--- config.mk ---
export PLATFORM = sky130hd
export DESIGN_NAME = cpu_clk_ctrl
export DESIGN_NICKNAME = d
export VERILOG_FILES = /design/src/rtl/cpu_clk_pkg.sv /design/src/rtl/btn_debounce.sv /design/src/rtl/cpu_clk_ctrl.sv
export SDC_FILE = /design/constraint.sdc
export NUM_CORES = 1
export LEC_CHECK = 0
export CORE_MARGIN = 4
export CORE_UTILIZATION = 40
export CTS_BUF_LIST = sky130_fd_sc_hd__clkbuf_8
export DETAILED_ROUTE_END_ITERATION = 10
export PLACE_DENSITY = 0.64
export SYNTH_ARGS = -nofsm -noshare
export SYNTH_HDL_FRONTEND = slang
export SYNTH_SLANG_ARGS = --single-unit
--- constraint.sdc ---
create_clock -name CLK -period 4.2 [get_ports CLK]
set_input_delay 0.84 -clock CLK [delete_from_list [all_inputs] [get_ports CLK]]
set_output_delay 0.84 -clock CLK [all_outputs]
set_load 0.03 [all_outputs]
--- src/rtl/cpu_clk_pkg.sv ---
// Shared types and default constants for the CPU clock-enable controller.
package cpu_clk_pkg;

  typedef enum logic [1:0] {
    S_STEP = 2'd0,
    S_REL  = 2'd1,
    S_RUN  = 2'd2,
    S_HALT = 2'd3
  } clk_state_t;

  localparam int unsigned DEF_FAST_PERIOD = 32'd67108864;
  localparam int unsigned DEF_SLOW_PERIOD = 32'd536870912;
  localparam int unsigned DEF_DEB_CYCLES  = 32'd1000000;
  localparam int unsigned DEF_CNT_W       = 32'd32;

endpackage

--- src/rtl/btn_debounce.sv ---
// Two-flop synchronizer plus stable-count debouncer for a raw board button.
// Outputs the debounced level and a one-cycle pulse on its rising edge.
module btn_debounce
  import cpu_clk_pkg::*;
#(
  parameter int unsigned DEB_CYCLES = DEF_DEB_CYCLES
) (
  input  logic CLK,
  input  logic RST_N,
  input  logic BTN,
  output logic LEVEL,
  output logic RISE
);

  localparam int unsigned CW = (DEB_CYCLES > 1) ? $clog2(DEB_CYCLES) : 1;
  localparam logic [CW-1:0] CNT_MAX = CW'(DEB_CYCLES - 1);

  logic [1:0]    sync_q;
  logic          level_q, level_d;
  logic          rise_q, rise_d;
  logic [CW-1:0] cnt_q, cnt_d;

  // Any cycle where the input agrees with the current level restarts the count.
  always_comb begin
    level_d = level_q;
    rise_d  = 1'b0;
    cnt_d   = cnt_q;
    if (sync_q[1] == level_q) begin
      cnt_d = '0;
    end else if (cnt_q == CNT_MAX) begin
      level_d = sync_q[1];
      rise_d  = sync_q[1];
      cnt_d   = '0;
    end else begin
      cnt_d = cnt_q + CW'(1);
    end
  end

  always_ff @(posedge CLK or negedge RST_N) begin
    if (!RST_N) begin
      sync_q  <= '0;
      level_q <= 1'b0;
      rise_q  <= 1'b0;
      cnt_q   <= '0;
    end else begin
      sync_q  <= {sync_q[0], BTN};
      level_q <= level_d;
      rise_q  <= rise_d;
      cnt_q   <= cnt_d;
    end
  end

  assign LEVEL = level_q;
  assign RISE  = rise_q;

endmodule

--- src/rtl/cpu_clk_ctrl.sv ---
// Clock-enable controller for the MIPS CPU: free-run, single-step and halt.
// Optional breakpoint ports and logic are enabled by defining CPU_CLK_CTRL_BP_EN.
module cpu_clk_ctrl
  import cpu_clk_pkg::*;
#(
  parameter int unsigned FAST_PERIOD = DEF_FAST_PERIOD,
  parameter int unsigned SLOW_PERIOD = DEF_SLOW_PERIOD,
  parameter int unsigned DEB_CYCLES  = DEF_DEB_CYCLES,
  parameter int unsigned CNT_W       = DEF_CNT_W
) (
  input  logic             CLK,
  input  logic             RST_N,
  input  logic             SW15,
  input  logic             RUN,
  input  logic             STEP_BTN,
  input  logic             HALT_REQ,
  input  logic             CLR_HALT,
`ifdef CPU_CLK_CTRL_BP_EN
  input  logic [31:0]      PC,
  input  logic [31:0]      BP_ADDR,
  input  logic             BP_VALID,
`endif
  output logic             CPU_CE,
  output logic             HALTED,
  output logic [1:0]       STATE,
  output logic [CNT_W-1:0] TICK_CNT
);

  localparam logic [CNT_W-1:0] FAST_M1 = CNT_W'(FAST_PERIOD - 1);
  localparam logic [CNT_W-1:0] SLOW_M1 = CNT_W'(SLOW_PERIOD - 1);

  logic [1:0]       sw_sync_q, run_sync_q;
  logic             sw_s, run_s;
  logic             btn_level, btn_rise;
  logic             halt_hit;
  logic [CNT_W-1:0] period_m1;

  clk_state_t       state_q, state_d;
  logic [CNT_W-1:0] presc_q, presc_d;
  logic [CNT_W-1:0] tick_q, tick_d;
  logic             ce_q, ce_d;
  logic             halted_q, halted_d;

  assign sw_s      = sw_sync_q[1];
  assign run_s     = run_sync_q[1];
  assign period_m1 = sw_s ? SLOW_M1 : FAST_M1;

  btn_debounce #(
    .DEB_CYCLES(DEB_CYCLES)
  ) u_step_btn (
    .CLK  (CLK),
    .RST_N(RST_N),
    .BTN  (STEP_BTN),
    .LEVEL(btn_level),
    .RISE (btn_rise)
  );

`ifdef CPU_CLK_CTRL_BP_EN
  logic bp_armed_q, bp_armed_d;

  assign halt_hit = HALT_REQ | (BP_VALID && (PC == BP_ADDR) && bp_armed_q &&
                                ((state_q == S_RUN) || (state_q == S_STEP)));

  // Disarm on leaving HALT so the CPU can step past the breakpoint; re-arm after one pulse.
  always_comb begin
    bp_armed_d = bp_armed_q;
    if (ce_q) bp_armed_d = 1'b1;
    if ((state_q == S_HALT) && (state_d != S_HALT)) bp_armed_d = 1'b0;
  end

  always_ff @(posedge CLK or negedge RST_N) begin
    if (!RST_N) bp_armed_q <= 1'b1;
    else        bp_armed_q <= bp_armed_d;
  end
`else
  assign halt_hit = HALT_REQ;
`endif

  always_comb begin
    state_d = state_q;
    presc_d = '0;
    ce_d    = 1'b0;
    if ((state_q != S_HALT) && halt_hit) begin
      state_d = S_HALT;
    end else begin
      unique case (state_q)
        S_STEP: begin
          if (run_s) begin
            state_d = S_RUN;
          end else if (btn_rise) begin
            ce_d    = 1'b1;
            state_d = S_REL;
          end
        end
        S_REL: begin
          if (run_s)           state_d = S_RUN;
          else if (!btn_level) state_d = S_STEP;
        end
        S_RUN: begin
          // >= so a slow-to-fast switch mid-count fires at once instead of wrapping.
          if (!run_s)                    state_d = S_STEP;
          else if (presc_q >= period_m1) ce_d    = 1'b1;
          else                           presc_d = presc_q + CNT_W'(1);
        end
        S_HALT: begin
          if (CLR_HALT && !HALT_REQ) begin
            state_d = run_s ? S_RUN : (btn_level ? S_REL : S_STEP);
          end
        end
        default: state_d = S_STEP;
      endcase
    end
    tick_d   = tick_q + CNT_W'(ce_d);
    halted_d = (state_d == S_HALT);
  end

  always_ff @(posedge CLK or negedge RST_N) begin
    if (!RST_N) begin
      sw_sync_q  <= '0;
      run_sync_q <= '0;
      state_q    <= S_STEP;
      presc_q    <= '0;
      tick_q     <= '0;
      ce_q       <= 1'b0;
      halted_q   <= 1'b0;
    end else begin
      sw_sync_q  <= {sw_sync_q[0], SW15};
      run_sync_q <= {run_sync_q[0], RUN};
      state_q    <= state_d;
      presc_q    <= presc_d;
      tick_q     <= tick_d;
      ce_q       <= ce_d;
      halted_q   <= halted_d;
    end
  end

  assign CPU_CE   = ce_q;
  assign HALTED   = halted_q;
  assign STATE    = state_q;
  assign TICK_CNT = tick_q;

endmodule

==> summary.txt <==
Status
  – Run status: completed

Yosys
  – Syn avg cell area: 10.42 um2
  – Mapped cell area: 0.004503 mm2
  – Yosys top cell by area: dfrtp_1
  – Ys flop type: dfrtp_1
  – Sequential share of the synthesized area: 0.5335
  – Number of synthesized flops with an enable pin: 0
  – Post-synth ARST share: 1.000
  – Netlist cell types: 42
  – Synth top area cells: dfrtp_1 (53%), xnor2_1 (6.8%), nand4_1 (3.6%), nand3_1 (3.2%), a21oi_1 (3.1%)
  – Yosys top cell area share: 0.5335
  – Mapped Cells: roughly 430
  – Register bit count reported by yosys: 96
  – YS warnings: 0

Hold path
  – Hold WC Path Type: flop to flop

Setup path
  – Critical path buffers and inverters: 2
  – Reg2Reg Setup Slack: 0.67 ns
  – Critical path capture point type: flop
  – Slowest CP cell: or4_4
  – Top delay family on crit path: simple AND/OR/NAND/NOR gates
  – CP Cell Sequence: ha_1, nand2_1, or4_4, or4_1, a211oi_1, ha_1, ha_1, inv_1, nor4_2, buf_4, nand4_1, xnor2_1
  – CP most frequent cell: ha_1
  – WS Path Type: flop to flop
  – CP Launch Type: flop
  – Arr. time, crit path: 3.78 ns
  – Slowest stage delay, CP: 0.54 ns
  – Crit Path Max Fanout: 16
  – CP Data Required Time: approximately 4.5 ns

Die
  – Die footprint: 0.01302 mm2
  – Rows: 38
  – Io pins: 43
  – Die X: 114.1 um
  – Die H: roughly 110 um
  – Initial core utilization: 0.4118
  – Core footprint: 0.01094 mm2

Finish
  – Post-Layout Cell Count: 625
  – Share of layout cells above drive strength 1: 0.05979
  – Final nets: 494
  – Syn-to-layout area delta: 17.81%
  – Final antenna diode count: 0

Power
  – Internal: 0.001299 W
  – Clock power frac: 0.355
  – Pwr Total: 0.001743 W
  – Sequential power share: 0.565
  – Pwr per Cell Area: 328.5 mW/mm2
  – Static leakage: roughly 2.1 nW
  – Maximum vdd drop: 0.2302 mV
  – Sw Ratio: 0.2547
  – Net Switching: 0.0004438 W
  – Comb pwr share: 0.081

Run
  – Max_cap viols: 0

GRT
  – Largest net degree at the start of global routing: 83
  – Total track usage: 0.1510
  – Global Route met1 Usage: 0.1909
  – First-pass GRT wire length: between 15 and 20 mm
  – Vias in the first global route: ~3.4k
  – Global route hottest layer: met2
  – GRT overflow: 0
  – GR Layer Usage met2: 0.2529
  – GR Layer Usage met3: 0.04863
  – Initial antenna violation count: 0

Placed design
  – I/O Buffers: 42
  – Dpl cells: 609
  – Routability congestion estimate: between 0.7 and 0.8
  – Post-detail-place hpwl: 6.317 mm

Timing
  – Setup violators final: 0
  – Final period util: 0.8407
  – Post-route setup TNS: 0 ns
  – Fmax achieved: 0.2832 GHz
  – Slew HR: 0.3146
  – Hold Vio Cnt, Final: 0
  – Fin Clk Skew: between 0.01 and 0.015 ns
  – Unrepaired setup endpoints after global routing: no
  – Fin. max-slew vios: 0
  – Worst hold margin: around 0.34 ns
  – Slew @ Worst Pin: 1.028 ns
  – Final worst path period need: 3.531 ns

Clock network
  – Clock buffer depth: 2
  – Worst-Skew Late Latency: 0.36 ns
  – Clk pin slew, worst setup/hold paths: 0.10 ns
  – Hold Buf Count CTS: 0
  – CTS-repair resized insts: 0
  – Setup bufs post-CTS: 0
  – H-tree levels: 3
  – CTS Root Cell: clkbuf_8
  – CTS tree: yes
  – CTS Buf Count: 9
  – Clock Sinks: 96

Route
  – DRT iter0 DRCs: 313
  – Total Routed Length: 9.129 mm
  – DRT Pass-1 Iters: 4
  – DR WL/cell: 14.61 um
  – DR vias: 3,411
  – Antenna Violating Nets Remaining: 0
  – DR DRC count: 0
  – Vias per Instance: 5.458
worst reg2reg max path, delay by kind of cell (launching register included):
family	cells	cell delay (ns)
and+or+nand+nor	5	1.55
AOI/OAI and AO/OA	1	0.31
xor gates and xnor gates	1	0.15
adders and majority gates	3	0.74
buffers and inverters	2	0.28
DFF	1	0.38
power groups by stage:
stage / clock [W] / combinational (W) / sequential, W
after floorplan: 0 / 0.0000259 / 0.00103
after detailed placement: 0 / 0.000145 / 0.00100
after CTS: 0.000645 / 0.000145 / 0.000983
after global routing: 0.000687 / 0.000154 / 0.000989
final: 0.000618 / 0.000141 / 0.000984
after global placement: 0 / 0.000140 / 0.00100
registers in the layout, indices dropped and copies added, names as in the netlist:
register,flops
TICK_CNT,32
presc_q,32
u_step_btn.cnt_q,20
STATE,2
run_sync_q,2
sw_sync_q,2
u_step_btn.sync_q,2
CPU_CE,1
HALTED,1
u_step_btn.LEVEL,1
u_step_btn.RISE,1
path summary, 6_finish.rpt:
check	start	to	depth (start not counted)
max in group asynchronous	RST_N	TICK_CNT[25]	2
hold reg to reg	run_sync_q[0]	run_sync_q[1]	0
setup reg to reg	presc_q[0]	TICK_CNT[22]	12
hold / removal	run_sync_q[0]	run_sync_q[1]	0
setup / recovery	presc_q[0]	TICK_CNT[22]	12
min in group asynchronous	RST_N	TICK_CNT[21]	1
synthesized netlist by cell type, types with 4 or more instances:
master / instances
ha_1: 7
nor2_1: 29
or3_1: 12
xor2_1: 15
or4_1: 17
o21ai_0: 14
inv_1: 13
xnor2_1: 35
and2_1: 6
and4_1: 11
nand4_1: 26
nand3_1: 29
and3_1: 9
nand2_1: 27
dfrtp_1: 96
o31ai_1: 13
nor3_1: 4
nor4_1: 7
clkbuf_1: 5
a21oi_1: 28
per-layer routing:
layer | vias to the layer above | share of wire
li1 | 1678 | -
met1 | 1690 | 0.46
met2 | 41 | 0.50
met3 | 2 | 0.033
met4 | 0 | 0.0047
met5 | - | 0
layout by cell type (no fill, tap or decap), types with 2 or more instances in the layout:
master	n
clkdlybuf4s50_1	41
o21ai_0	14
buf_4	6
and4_1	11
nor3_1	4
nand4_1	26
xnor2_1	35
dfrtp_1	96
conb_1	2
a31oi_1	3
a21oi_1	28
nand2b_1	2
nand2_1	27
xor2_1	15
nor4_2	2
inv_1	14
ha_1	7
and3_1	9
nand3_1	29
or3_1	12
nor2_1	29
clkinv_4	3
o31ai_1	13
clkbuf_8	10
and2_1	6
or4_1	17
nor4_1	6
cell type report:
| cell class | instances | area [um2] |
|---|---|---|
| Multi-Input combinational cell | 313 | 2017 |
| Clock inverter | 6 | 68.82 |
| Fill cell | 1032 | 5630 |
| Timing Repair Buffer | 47 | 455.4 |
| Tap cell | 140 | 175.2 |
| Sequential cell | 96 | 2402 |
| Inverter | 13 | 48.80 |
| Clock buffer | 10 | 137.6 |
stage by stage:
stage	worst slack, ns	area, um2	util
after floorplan	0.7634	4507	-
after global placement	0.7278	5099	0.4662
after detailed placement	0.6482	5099	0.4662
after CTS	0.6315	5305	0.4851
after global routing	0.3648	5305	0.4851
final	0.6690	5305	0.4851
cells by family (layout without fill, tap and decap cells):
logic type / after synthesis / after routing / synth area share
AND/OR/NAND/NOR: 189 / 189 / 0.2409
adder cells (fa/ha/maj): 7 / 7 / 0.01945
AO/OA/AOI/OAI: 64 / 64 / 0.08475
buffers and inverters: 24 / 76 / 0.02084
multiplexers: 1 / 1 / 0.002501
flip-flops: 96 / 96 / 0.5335
XOR/XNOR: 50 / 50 / 0.09725
other: 1 / 2 / 0.0008328
(Power assumes the default switching activity.)
